**src/rtl/cu_multicycle.sv**
```systemverilog
// Multicycle control unit: FETCH/DECODE/EXEC/MEM/WB sequencer with bounded req/ack waits.
// Define CU_MC_PERF_EN to build the retired-instruction counter behind instret_o.
module cu_multicycle #(
    parameter int ALU_OP_W = 4,
    parameter int TIMEOUT  = 15,
    parameter int CNT_W    = 32
) (
    input  logic                clk_i,
    input  logic                rst_i,
    input  logic [6:0]          op_i,
    output logic                imem_req_o,
    input  logic                imem_ack_i,
    output logic                dmem_req_o,
    input  logic                dmem_ack_i,
    output logic                ir_write_o,
    output logic [ALU_OP_W-1:0] alu_op_o,
    output logic [2:0]          imm_select_o,
    output logic                alu_src_o,
    output logic                alu_pc_o,
    output logic                add_sum_reg_o,
    output logic                mem_to_reg_o,
    output logic                mem_rd_o,
    output logic                mem_wr_o,
    output logic                reg_write_o,
    output logic                branch_o,
    output logic                pc_write_o,
    output logic                trap_o,
    output logic [1:0]          trap_cause_o,
    output logic [CNT_W-1:0]    instret_o
);

    localparam int WCW = (TIMEOUT > 0) ? $clog2(TIMEOUT + 1) : 1;
    localparam logic [WCW-1:0] TMO_V = WCW'(TIMEOUT);

    typedef enum logic [2:0] {
        S_IDLE, S_FETCH, S_DECODE, S_EXEC, S_MEM, S_WB, S_TRAP
    } state_t;

    state_t r_state, w_next;

    logic [ALU_OP_W-1:0] r_alu_op, w_alu_op;
    logic [2:0]          r_imm, w_imm;
    logic                r_src, w_src;
    logic                r_pc, w_pc;
    logic                r_as, w_as;
    logic                r_m2r, w_m2r;
    logic                r_wr, w_wr;
    logic                r_br, w_br;
    logic                r_ld, w_ld;
    logic                r_st, w_st;
    logic                w_illegal;
    logic [1:0]          r_cause, w_cause;
    logic [WCW-1:0]      r_wcnt;
    logic                w_tmo;

    always_comb begin
        w_alu_op  = '0;
        w_imm     = 3'b000;
        w_src     = 1'b0;
        w_pc      = 1'b0;
        w_as      = 1'b0;
        w_m2r     = 1'b0;
        w_wr      = 1'b0;
        w_br      = 1'b0;
        w_ld      = 1'b0;
        w_st      = 1'b0;
        w_illegal = 1'b0;
        case (op_i)
            7'b0010011: begin
                w_alu_op = ALU_OP_W'(5); w_src = 1'b1; w_wr = 1'b1;
            end
            7'b0110011: begin
                w_wr = 1'b1;
            end
            7'b0110111: begin
                w_alu_op = ALU_OP_W'(1); w_imm = 3'b011;
                w_src = 1'b1; w_wr = 1'b1;
            end
            7'b0100011: begin
                w_alu_op = ALU_OP_W'(6); w_imm = 3'b001;
                w_src = 1'b1; w_st = 1'b1;
            end
            7'b0000011: begin
                w_alu_op = ALU_OP_W'(6); w_src = 1'b1;
                w_wr = 1'b1; w_m2r = 1'b1; w_ld = 1'b1;
            end
            7'b1100011: begin
                w_alu_op = ALU_OP_W'(2); w_imm = 3'b010; w_br = 1'b1;
            end
            7'b0010111: begin
                w_alu_op = ALU_OP_W'(4); w_imm = 3'b011;
                w_src = 1'b1; w_pc = 1'b1; w_wr = 1'b1;
            end
            7'b1101111: begin
                w_alu_op = ALU_OP_W'(3); w_imm = 3'b100;
                w_pc = 1'b1; w_wr = 1'b1; w_br = 1'b1;
            end
            7'b1100111: begin
                w_alu_op = ALU_OP_W'(3); w_pc = 1'b1;
                w_as = 1'b1; w_br = 1'b1;
            end
            7'b0000000: ;
            default: w_illegal = 1'b1;
        endcase
    end

    // TIMEOUT of 0 means wait forever
    assign w_tmo = (TIMEOUT != 0) && (r_wcnt == TMO_V);

    always_comb begin
        w_next  = r_state;
        w_cause = r_cause;
        unique case (r_state)
            S_IDLE:   w_next = S_FETCH;
            S_FETCH: begin
                if (imem_ack_i) begin
                    w_next = S_DECODE;
                end else if (w_tmo) begin
                    w_next  = S_TRAP;
                    w_cause = 2'b10;
                end
            end
            S_DECODE: begin
                if (w_illegal) begin
                    w_next  = S_TRAP;
                    w_cause = 2'b01;
                end else begin
                    w_next = S_EXEC;
                end
            end
            S_EXEC:   w_next = (r_ld || r_st) ? S_MEM : S_WB;
            S_MEM: begin
                if (dmem_ack_i) begin
                    w_next = S_WB;
                end else if (w_tmo) begin
                    w_next  = S_TRAP;
                    w_cause = 2'b11;
                end
            end
            S_WB:     w_next = S_FETCH;
            S_TRAP:   w_next = S_TRAP;
            default:  w_next = S_IDLE;
        endcase
    end

    always_ff @(posedge clk_i or posedge rst_i) begin
        if (rst_i) begin
            r_state <= S_IDLE;
            r_cause <= 2'b00;
            r_wcnt  <= '0;
        end else begin
            r_state <= w_next;
            r_cause <= w_cause;
            if ((r_state == S_FETCH && !imem_ack_i) ||
                (r_state == S_MEM && !dmem_ack_i)) begin
                if (r_wcnt != '1) r_wcnt <= r_wcnt + 1'b1;
            end else begin
                r_wcnt <= '0;
            end
        end
    end

    // selects are captured once per instruction and held until the next DECODE
    always_ff @(posedge clk_i or posedge rst_i) begin
        if (rst_i) begin
            r_alu_op <= '0;
            r_imm    <= 3'b000;
            r_src    <= 1'b0;
            r_pc     <= 1'b0;
            r_as     <= 1'b0;
            r_m2r    <= 1'b0;
            r_wr     <= 1'b0;
            r_br     <= 1'b0;
            r_ld     <= 1'b0;
            r_st     <= 1'b0;
        end else if (r_state == S_DECODE) begin
            r_alu_op <= w_alu_op;
            r_imm    <= w_imm;
            r_src    <= w_src;
            r_pc     <= w_pc;
            r_as     <= w_as;
            r_m2r    <= w_m2r;
            r_wr     <= w_wr;
            r_br     <= w_br;
            r_ld     <= w_ld;
            r_st     <= w_st;
        end
    end

    assign imem_req_o    = (r_state == S_FETCH);
    assign ir_write_o    = (r_state == S_FETCH) && imem_ack_i;
    assign dmem_req_o    = (r_state == S_MEM);
    assign mem_rd_o      = (r_state == S_MEM) && r_ld;
    assign mem_wr_o      = (r_state == S_MEM) && r_st;
    assign reg_write_o   = (r_state == S_WB) && r_wr;
    assign branch_o      = (r_state == S_WB) && r_br;
    assign pc_write_o    = (r_state == S_WB);
    assign trap_o        = (r_state == S_TRAP);
    assign trap_cause_o  = r_cause;
    assign alu_op_o      = r_alu_op;
    assign imm_select_o  = r_imm;
    assign alu_src_o     = r_src;
    assign alu_pc_o      = r_pc;
    assign add_sum_reg_o = r_as;
    assign mem_to_reg_o  = r_m2r;

`ifdef CU_MC_PERF_EN
    logic [CNT_W-1:0] r_instret;

    always_ff @(posedge clk_i or posedge rst_i) begin
        if (rst_i) begin
            r_instret <= '0;
        end else if (r_state == S_WB) begin
            r_instret <= r_instret + 1'b1;
        end
    end

    assign instret_o = r_instret;
`else
    assign instret_o = '0;
`endif

endmodule

```
**config.mk**
```make
export PLATFORM = sky130hd
export DESIGN_NAME = cu_multicycle
export DESIGN_NICKNAME = d
export VERILOG_FILES = /design/src/rtl/cu_multicycle.sv
export SDC_FILE = /design/constraint.sdc
export NUM_CORES = 1
export LEC_CHECK = 0
export CAP_MARGIN = 10
export CORE_UTILIZATION = 47
export CTS_BUF_LIST = sky130_fd_sc_hd__clkbuf_4 sky130_fd_sc_hd__clkbuf_8
export DETAILED_ROUTE_END_ITERATION = 8
export PLACE_DENSITY = 0.87
export SYNTH_ARGS = -nofsm -noshare
export SYNTH_HDL_FRONTEND = slang
export SYNTH_SLANG_ARGS = --single-unit
```
**constraint.sdc**
```tcl
create_clock -name clk_i -period 2.3 [get_ports clk_i]
set_input_delay 0.23 -clock clk_i [delete_from_list [all_inputs] [get_ports clk_i]]
set_output_delay 0.23 -clock clk_i [all_outputs]
set_load 0.1 [all_outputs]
```
==> run metrics <==
status finished clean; gpl congestion 0.8230; Die H 58.99 um; H-tree Lvls 1; element type at the critical path end primary output; GRT Residual Overflow 0; vias in the first global route 1047; slowest CP cell dfrtp_1; Max-cap violations 0; Final #Nets 214; WP data required 2070 ps; critical path, cell by cell nor3b_4, and2_2, buf_12; Post CTS Setup Buffer Count 0; Min Clock Period, post-route 1850 ps; hold_buf cts 0; post-synthesis async set-or-reset flop share 1.000; pwr/cell area 1329 mW/mm^2; Row Count 20; DIE AREA 0.003480 mm^2; Yosys Warn Count 0; post-DP HPWL 2070 um; Die Width 58.99 um; maximum vdd drop 0.6568 mV; Top Metal Used met4; drt pass-1 iters 4; Layout area overhead 19.26%; Clock Path Buffers 2; Seq cells post-synth 22; Worst-Skew Late Latency 300 ps; Starting Density 0.4959; initial DRC count 18; CP bufs+invs 1; Final ANT Viol Nets 0; Inserted Clock Buffers 3; Root Buffer clkbuf_4; Met2 Wirelength 1295 um; Slew Viols, Final 0; share of cells above drive strength 1 0.1990; M1 WL 1236 um; Lkg Pwr 0.8259 nW; Min-Delay Path Class in -> async; io pins 65; met3 WL 134 um; crit path max fanout 16; Post-synth EDFFs 0; Seq/Total Area, Yosys 0.3607; Total GRT Usage 0.1678; Gate Count Post-Synth 175; unrepaired setup endpoints after global routing no; core area 0.003078 mm^2; via count of the routed design 1203; TNS Setup 0 ps; clock-pin slew on the worst setup and hold paths 120 ps; Main synth FF type dfrtp_1; Layout Skew 3.705 ps; Crit path depth 3; largest net degree at the start of global routing 23; final setup vio count 0; post-synthesis cell area 0.001526 mm^2; Critical Path Max Stage Delay 660 ps; CTS resizes 0; Fmax 540.4 MHz; worst setup path class reg -> out; initial antenna violation count 0; ant diodes 0; CP arrival 1620 ps; TritonCTS clock tree yes; period utilization 0.8045; Top delay family on crit path flip-flops; via density per instance 4.910; clock sinks 22; reg2reg path depth 3; max_slew headroom 0.4642; DRC Markers 0; Least-Margin Pin Slew 802.8 ps; final hold vios 0; synth unique cells 43; startpoint types register; DRT Wirelength 2695 um; syn_area_per_cell 8.723 um^2; Avg WL per Cell 11.00 um; PortBufs 31; first-pass GRT wire length 4512 um; hold slack 365.5 ps
## sequential cells by signal (all words and copies together) (netlist names)
register	flops
r_wcnt	4
alu_op_o	3
imm_select_o	3
r_state	3
trap_cause_o	2
add_sum_reg_o	1
alu_pc_o	1
alu_src_o	1
r_br	1
r_ld	1
r_st	1
r_wr	1
## cells by family (layout without fill, tap and decap cells)
| family | count (synthesis) | after routing | synth area share |
|---|---|---|---|
| XOR/XNOR | 2 | 2 | 0.01148 |
| adder cells (fa/ha/maj) | 1 | 1 | 0.008195 |
| other | 1 | 33 | 0.002457 |
| AO/OA/AOI/OAI | 35 | 35 | 0.1508 |
| buffers and inverters | 45 | 39 | 0.1975 |
| flip-flops | 22 | 22 | 0.3607 |
| AND/OR/NAND/NOR | 69 | 69 | 0.2689 |
## cells in the mapped netlist, drive strengths merged, types with 2 or more instances
cell | n | area (um^2)
nand3b | 3 | 22.52
nand3 | 7 | 35.03
nor2 | 7 | 26.28
nor3 | 6 | 35.03
and2 | 4 | 25.02
inv | 2 | 7.510
nor2b | 3 | 18.77
buf | 38 | 275.3
and3b | 2 | 17.52
dfrtp | 22 | 550.5
clkbuf | 5 | 18.77
or3b | 3 | 26.28
a31oi | 5 | 31.28
nor3b | 4 | 30.03
o21ai | 9 | 45.04
a21oi | 4 | 20.02
nor4 | 2 | 33.78
o31a | 2 | 17.52
nand4 | 2 | 12.51
o31ai | 6 | 45.04
and3 | 4 | 25.02
nand2 | 19 | 73.82
## worst register-to-register path, cell delays in order (launching register included)
cell and delay, ps:
dfrtp_1 670, or3b_2 680, nor3_1 200, a22o_1 160
## through the flow
| stage | util | total power [mW] | cell area, um^2 | instances | setup WS [ps] |
|---|---|---|---|---|---|
| after floorplan | - | 1.964 | 1677 | 207 | 36.74 |
| after global placement | 0.5797 | 2.209 | 1784 | 241 | 406.6 |
| after detailed placement | 0.5797 | 2.220 | 1784 | 241 | 378.5 |
| after CTS | 0.5915 | 2.432 | 1821 | 245 | 440.5 |
| after global routing | 0.5915 | 2.540 | 1821 | 245 | 338.6 |
| final | 0.5915 | 2.420 | 1821 | 245 | 449.7 |
## final timing paths
| kind | start | endpoint | slack, ps |
|---|---|---|---|
| max reg2reg | r_state[1]$_DFF_PP0_ | imm_select_o[1]$_DFFE_PP0P_ | 550 |
| max in group asynchronous | rst_i | trap_cause_o[1]$_DFFE_PP0P_ | 1440 |
| min | rst_i | alu_op_o[2]$_DFFE_PP0P_ | 370 |
| max | r_state[0]$_DFF_PP0_ | ir_write_o | 450 |
| min in group clk_i | alu_src_o$_DFFE_PP0P_ | alu_src_o$_DFFE_PP0P_ | 480 |
| min reg2reg | alu_src_o$_DFFE_PP0P_ | alu_src_o$_DFFE_PP0P_ | 480 |
## metal layers
layer	track usage	vias up
met4	0.06122	0
met1	0.2243	554
li1	-	603
met2	0.2711	42
met5	0	-
met3	0.03275	4
## cell usage in the layout (no fill, tap or decap), types with 2 or more instances in the layout
cell type        instances
nor3b_4                  2
nand4_1                  2
nand3_1                  7
nor3b_1                  2
a31oi_1                  5
inv_1                    2
o21ai_1                  2
and3_1                   4
nand2_1                 18
nor2_1                   7
o31a_1                   2
nor2b_1                  3
and2_4                   2
o21ai_0                  7
buf_4                   17
clkbuf_4                 3
a21oi_1                  4
nand3b_1                 3
and3b_1                  2
o31ai_1                  6
nor3_1                   5
conb_1                  33
clkdlybuf4s50_1         10
dfrtp_1                 22
buf_12                   6
or3b_2                   3
## power breakdown
part,internal [mW],total [mW],switching [mW]
registers,0.492,0.654,0.162
clock network,0.0966,0.209,0.112
logic,0.372,1.56,1.18
total,0.961,2.42,1.46
## layout make-up
cell class	count	area [um^2]
Clock buffer	4	36.28
Fill cell	293	1257
Inverter	2	7.507
Tap cell	44	55.05
Timing Repair Buffer	33	347.8
Multi-Input combinational cell	140	823.3
Sequential cell	22	550.5
Power figures use the tool's default switching activity.
